### src/rtl/bcd_convert_pkg.sv
// Shared types and constants for the binary-to-BCD converter.
package bcd_convert_pkg;

  localparam int         BCD_DIGIT_W = 4;
  localparam logic [3:0] BCD_NINE    = 4'd9;
  localparam logic [3:0] BCD_ADJ_TH  = 4'd5;

  typedef enum logic {
    IDLE,
    SHIFT
  } state_e;

endpackage

### src/rtl/bcd_convert_if.sv
// start/busy/done handshake and result bus of the BCD converter.
interface bcd_convert_if #(
  parameter int WIDTH  = 16,
  parameter int DIGITS = 5
);

  logic                  start;
  logic [WIDTH-1:0]      bin;
  logic                  busy;
  logic                  done;
  logic [4*DIGITS-1:0]   bcd;
  logic                  ovf;

  modport master (
    output start, bin,
    input  busy, done, bcd, ovf
  );

  modport slave (
    input  start, bin,
    output busy, done, bcd, ovf
  );

endinterface

### src/rtl/bcd_digit_adjust.sv
// Double-dabble digit correction: add 3 to a digit of 5 or more.
module bcd_digit_adjust
  import bcd_convert_pkg::*;
(
  input  logic [BCD_DIGIT_W-1:0] d_i,
  output logic [BCD_DIGIT_W-1:0] d_o
);

  assign d_o = (d_i >= BCD_ADJ_TH) ? d_i + 4'd3 : d_i;

endmodule

### src/rtl/bcd_convert.sv
// Sequential binary-to-BCD converter (shift-and-add-3), one result per WIDTH+1 cycles.
// Define BCD_CONVERT_SATURATE_EN to clamp overflowing results to all nines.
module bcd_convert
  import bcd_convert_pkg::*;
#(
  parameter int WIDTH  = 16,
  parameter int DIGITS = 5
) (
  input  logic          clk,
  input  logic          rst,
  bcd_convert_if.slave  bus
);

  localparam int BW = BCD_DIGIT_W * DIGITS;
  localparam int CW = $clog2(WIDTH + 1);
  localparam logic [CW-1:0] LAST = CW'(WIDTH - 1);

  state_e          state_q, state_d;
  logic [CW-1:0]   cnt_q, cnt_d;
  logic [WIDTH-1:0] sr_q, sr_d;
  logic [BW-1:0]   dig_q, dig_d;
  logic            carry_q, carry_d;
  logic [BW-1:0]   bcd_q, bcd_d;
  logic            ovf_q, ovf_d;
  logic            done_q, done_d;

  logic [BW-1:0]   adj;
  logic [BW-1:0]   shifted;
  logic            carry_nx;

  for (genvar g = 0; g < DIGITS; g++) begin : g_adj
    bcd_digit_adjust u_adj (
      .d_i (dig_q[g*BCD_DIGIT_W +: BCD_DIGIT_W]),
      .d_o (adj[g*BCD_DIGIT_W +: BCD_DIGIT_W])
    );
  end

  // Top digit's shifted-out bit is dropped from the value but kept as sticky overflow.
  assign shifted  = {adj[BW-2:0], sr_q[WIDTH-1]};
  assign carry_nx = carry_q | adj[BW-1];

  always_comb begin
    state_d = state_q;
    cnt_d   = cnt_q;
    sr_d    = sr_q;
    dig_d   = dig_q;
    carry_d = carry_q;
    bcd_d   = bcd_q;
    ovf_d   = ovf_q;
    done_d  = 1'b0;
    unique case (state_q)
      IDLE: begin
        if (bus.start) begin
          state_d = SHIFT;
          sr_d    = bus.bin;
          dig_d   = '0;
          carry_d = 1'b0;
          cnt_d   = '0;
        end
      end
      SHIFT: begin
        sr_d    = sr_q << 1;
        dig_d   = shifted;
        carry_d = carry_nx;
        cnt_d   = cnt_q + 1'b1;
        if (cnt_q == LAST) begin
          state_d = IDLE;
          done_d  = 1'b1;
          ovf_d   = carry_nx;
`ifdef BCD_CONVERT_SATURATE_EN
          bcd_d   = carry_nx ? {DIGITS{BCD_NINE}} : shifted;
`else
          bcd_d   = shifted;
`endif
        end
      end
      default: state_d = IDLE;
    endcase
  end

  always_ff @(posedge clk) begin
    if (rst) begin
      state_q <= IDLE;
      cnt_q   <= '0;
      sr_q    <= '0;
      dig_q   <= '0;
      carry_q <= 1'b0;
      bcd_q   <= '0;
      ovf_q   <= 1'b0;
      done_q  <= 1'b0;
    end else begin
      state_q <= state_d;
      cnt_q   <= cnt_d;
      sr_q    <= sr_d;
      dig_q   <= dig_d;
      carry_q <= carry_d;
      bcd_q   <= bcd_d;
      ovf_q   <= ovf_d;
      done_q  <= done_d;
    end
  end

  assign bus.busy = (state_q == SHIFT);
  assign bus.done = done_q;
  assign bus.bcd  = bcd_q;
  assign bus.ovf  = ovf_q;

endmodule
### src/flat_wrapper.sv
// flat-port wrapper written by rule: the top's interface ports become plain ports
module bcd_convert_flat import bcd_convert_pkg::*;
#(
  parameter int WIDTH  = 16,
  parameter int DIGITS = 5
)
  (clk, rst, bus_start, bus_bin, bus_busy, bus_done, bus_bcd, bus_ovf);
  bcd_convert_if #(.WIDTH(WIDTH), .DIGITS(DIGITS)) bus_i ();
  input  logic clk;
  input  logic rst;
  input wire logic [$bits(bus_i.start)-1:0] bus_start;
  input wire logic [$bits(bus_i.bin)-1:0] bus_bin;
  output wire logic [$bits(bus_i.busy)-1:0] bus_busy;
  output wire logic [$bits(bus_i.done)-1:0] bus_done;
  output wire logic [$bits(bus_i.bcd)-1:0] bus_bcd;
  output wire logic [$bits(bus_i.ovf)-1:0] bus_ovf;
  assign bus_i.start = bus_start;
  assign bus_i.bin = bus_bin;
  assign bus_busy = bus_i.busy;
  assign bus_done = bus_i.done;
  assign bus_bcd = bus_i.bcd;
  assign bus_ovf = bus_i.ovf;
  bcd_convert #(.WIDTH(WIDTH), .DIGITS(DIGITS)) u_core (.clk(clk), .rst(rst), .bus(bus_i));
endmodule
### config.mk
export PLATFORM = sky130hd
export DESIGN_NAME = bcd_convert_flat
export DESIGN_NICKNAME = d
export VERILOG_FILES = /design/src/rtl/bcd_convert_pkg.sv /design/src/rtl/bcd_convert_if.sv /design/src/rtl/bcd_digit_adjust.sv /design/src/rtl/bcd_convert.sv /design/src/flat_wrapper.sv
export SDC_FILE = /design/constraint.sdc
export NUM_CORES = 1
export LEC_CHECK = 0
export CORE_MARGIN = 5
export CORE_UTILIZATION = 45
export CTS_CLUSTER_SIZE = 24
export DETAILED_ROUTE_END_ITERATION = 10
export HOLD_SLACK_MARGIN = 0.06
export PLACE_DENSITY = 0.68
export SETUP_SLACK_MARGIN = 0.4
export SLEW_MARGIN = 20
export SYNTH_ARGS = -nofsm -noshare
export SYNTH_HDL_FRONTEND = slang
export SYNTH_SLANG_ARGS = --single-unit
### constraint.sdc
create_clock -name clk -period 2.68 [get_ports clk]
set_input_delay 0.402 -clock clk [delete_from_list [all_inputs] [get_ports clk]]
set_output_delay 0.402 -clock clk [all_outputs]
set_load 0.005 [all_outputs]
==> results by group <==
Timing
  – Tmin final: 2.03 ns
  – Final number of hold-violating endpoints: 0
  – Setup TNS: 0 ns
  – Final setup fails: 0
  – Worst-Margin Slew: 0.936 ns
  – Worst slew margin: 37.3%
  – Max Slew Vio Count: 0
  – FMAX: 493 MHz
  – Clock Skews: 0.00363 ns
  – Part of the cycle the worst path needs: 75.7%
  – Unrepaired setup endpoints after global routing: no

Drt
  – DRC Markers: 0
  – Antenna-violating nets left: 0
  – Routed length on met2: 2.84 mm
  – DRT Pass-1 Iters: 4
  – Via/cell ratio: 5.20
  – DRT iter0 DRCs: 84
  – Routed vias: 2404
  – Routed wire per std cell: 12.9 µm
  – DR WL met3: 362 µm
  – Met1 Routed Length: 2.69 mm
  – Routed Wire Length: 5.97 mm
  – Top Metal Used: met4

Logic synthesis
  – Top cells by area, synth: dfxtp_1, nor2_1, mux2i_1, a21oi_1, ha_1
  – Syn_area_per_cell: 8.56 µm²
  – Yosys cell types: 31
  – Area leader, netlist: dfxtp_1
  – Ys flop type: dfxtp_1
  – Flops & latches, synth: 65
  – Cell Area, Synth: 2930 µm²
  – Top-area cell type share of the netlist area: 44.4%
  – Syn Inst Count: 342
  – Sequential share of the synthesized area: 44.4%
  – Cell with the most instances after synthesis: dfxtp_1
  – Commonest cells in the netlist: dfxtp_1, nor2_1, a21oi_1, o21ai_1, nand2_1
  – Synth warn: 0
  – Post-synth EDFFs: 0
  – Syn Nets: 373
  – Post-synth ARST share: 0%

Clock tree
  – Clock Tree Buf Depth: 2
  – Clock root buffer: clkbuf_8
  – Post-CTS Resized: 0
  – Worst-path clk slew: 0.07 ns
  – Clk_lat worst skew: 0.34 ns
  – Cts hold-fix bufs: 0
  – Clock Sink Count: 65
  – Num CTS Buffers: 9
  – H-tree depth: 3
  – Post-CTS setup buffer count: 0
  – CTS tree: built

Critical path
  – Cell Chain, Critical Path: ha_1, and3_1, ha_1, and2_1, nand2b_1, inv_2, a21o_1
  – WP data required: 2.97 ns
  – Crit end category: flip-flop
  – Slowest CP cell: and2_1
  – Crit start category: flip-flop
  – WP data arrival: 2.32 ns
  – Setup Crit Path Kind: reg -> reg
  – R2R depth: 7
  – Worst Path Buf+Inv: 1
  – Top delay family on crit path: simple AND/OR/NAND/NOR gates
  – FF-to-FF Start: u_core.cnt_q[0]
  – CP most frequent cell: ha_1
  – Delay of the slowest critical-path stage: 0.45 ns
  – WP depth: 7
  – Source of the critical timing path: u_core.cnt_q[0]
  – CP Max Fanout: 13

Power and ir drop
  – Clock Power Share: 39.3%
  – Pwr dens: 522 nW/µm²
  – Static leakage: 0.00132 µW
  – Max IR drop VDD: 0.000380 V
  – Reg power frac: 54.0%
  – Gate power share: 6.8%
  – Switch share: 23.2%
  – NetSw: 430 µW
  – Internal power: 1430 µW

Floorplanning
  – Rows: 29
  – Die Wd: 90.7 µm
  – Initial core utilization: 46.1%
  – Die Y: 90.7 µm
  – # IOs: 42
  – DIE AREA: 8220 µm²
  – Core footprint: 6350 µm²

Outcome
  – Outcome: finished clean

GRT
  – Largest net degree at the start of global routing: 35
  – First-pass GRT wire length: 10.3 mm
  – Initial antenna violation count: 0
  – Total congestion overflow: 0
  – Total track usage: 15.4%
  – Vias in the first global route: 2316

Min path
  – Min-delay src: u_core.dig_q[5]
  – HP Class: reg -> reg
  – Hold Path Depth: 2

Cells and area
  – Post-layout utilization of the core: 56.0%
  – Layout Nets: 411
  – N_diodes: 0
  – Area Overhead vs Synth: 21.4%
  – Layout cells sized above 1: 6.23%

Placement
  – Number of I/O port buffers: 41
  – GP Congestion: 0.759
  – Post-DP HPWL: 4.13 mm

Flow run
  – Max Cap Violations: 0
==> power by group through the flow <==
stage / clock network (µW) / registers (µW) / logic [µW]
2_1_floorplan: 0 / 1010 / 88.2
3_3_place_gp: 0 / 1020 / 125
3_5_place_dp: 0 / 1020 / 127
4_1_cts: 757 / 1000 / 127
5_1_grt: 816 / 1000 / 140
6_report: 729 / 1000 / 126
==> final cells by class <==
class	instances	area, µm²
fill	587	2790
clock buffer	13	159
inverter	13	48.8
multi-input combinational	244	1490
tap	77	96.3
sequential	65	1300
timing repair buffer	47	450
clock inverter	3	15.0
==> state kept, by name, indices dropped and copies added (netlist names) <==
signal / count
u_core.dig_q: 20
u_core.cnt_q: 5
u_core.bus.done: 1
u_core.bus.busy: 1
u_core.carry_q: 1
u_core.bus.bcd: 20
u_core.bus.ovf: 1
u_core.sr_q: 16
==> placed cells by master (no fill, tap or decap), types with 6 or more instances in the layout <==
master | synthesis | final
nand2_1 | 24 | 24
o21ai_1 | 30 | 30
a21oi_1 | 35 | 35
nor3b_1 | 14 | 14
buf_4 | 1 | 6
clkdlybuf4s50_1 | 0 | 40
nor2_1 | 51 | 51
mux2i_1 | 18 | 18
clkbuf_8 | 0 | 11
nand2b_1 | 8 | 8
dfxtp_1 | 65 | 64
inv_1 | 12 | 12
nand3b_1 | 8 | 8
ha_1 | 12 | 12
nand3_1 | 6 | 6
==> path summary, 6_finish.rpt <==
kind | slack (ns) | end
worst max register to register | 0.65 | u_core.bus.bcd[17]
worst max-delay path | 0.65 | u_core.bus.bcd[17]
worst min register to register | 0.47 | u_core.dig_q[5]
worst min-delay path | 0.47 | u_core.dig_q[5]
==> worst register-to-register path: cells and delay by family (launching register included) <==
family / cells / cell delay, ns
AO/OA/AOI/OAI: 1 / 0.12
adder cells (fa/ha/maj): 2 / 0.36
buffers and inverters: 1 / 0.17
flip-flops: 1 / 0.39
AND/OR/NAND/NOR: 3 / 0.96
==> metal layers <==
metal	up-vias	global-route usage, %
li1	1263	-
met1	1086	17.5
met2	48	25.9
met3	7	6.75
met4	0	4.47
met5	-	0
==> stage by stage <==
step | setup WS [ns] | instances | instance area, µm² | hold slack, ns | total power, µW
floorplan | 0.971 | 342 | 2930 | 0.440 | 1100
global placement | 0.692 | 446 | 3380 | 0.446 | 1150
detailed placement | 0.645 | 446 | 3380 | 0.459 | 1150
CTS | 0.622 | 462 | 3560 | 0.468 | 1890
global route | 0.422 | 462 | 3560 | 0.498 | 1960
finish | 0.651 | 462 | 3560 | 0.470 | 1860
==> cells by family (layout without fill, tap and decap cells) <==
group           Yosys count  in the layout  synth area share (%)
flops                    65             65                  44.4
xor+xnor                  5              5                  1.50
simple gates            120            120                  19.9
compound gates           85             85                  16.5
mux                      22             22                  7.69
buf+inv                  33             76                  4.87
fa+ha+maj                12             12                  5.13
No activity file was read; power rests on OpenSTA's default activity.
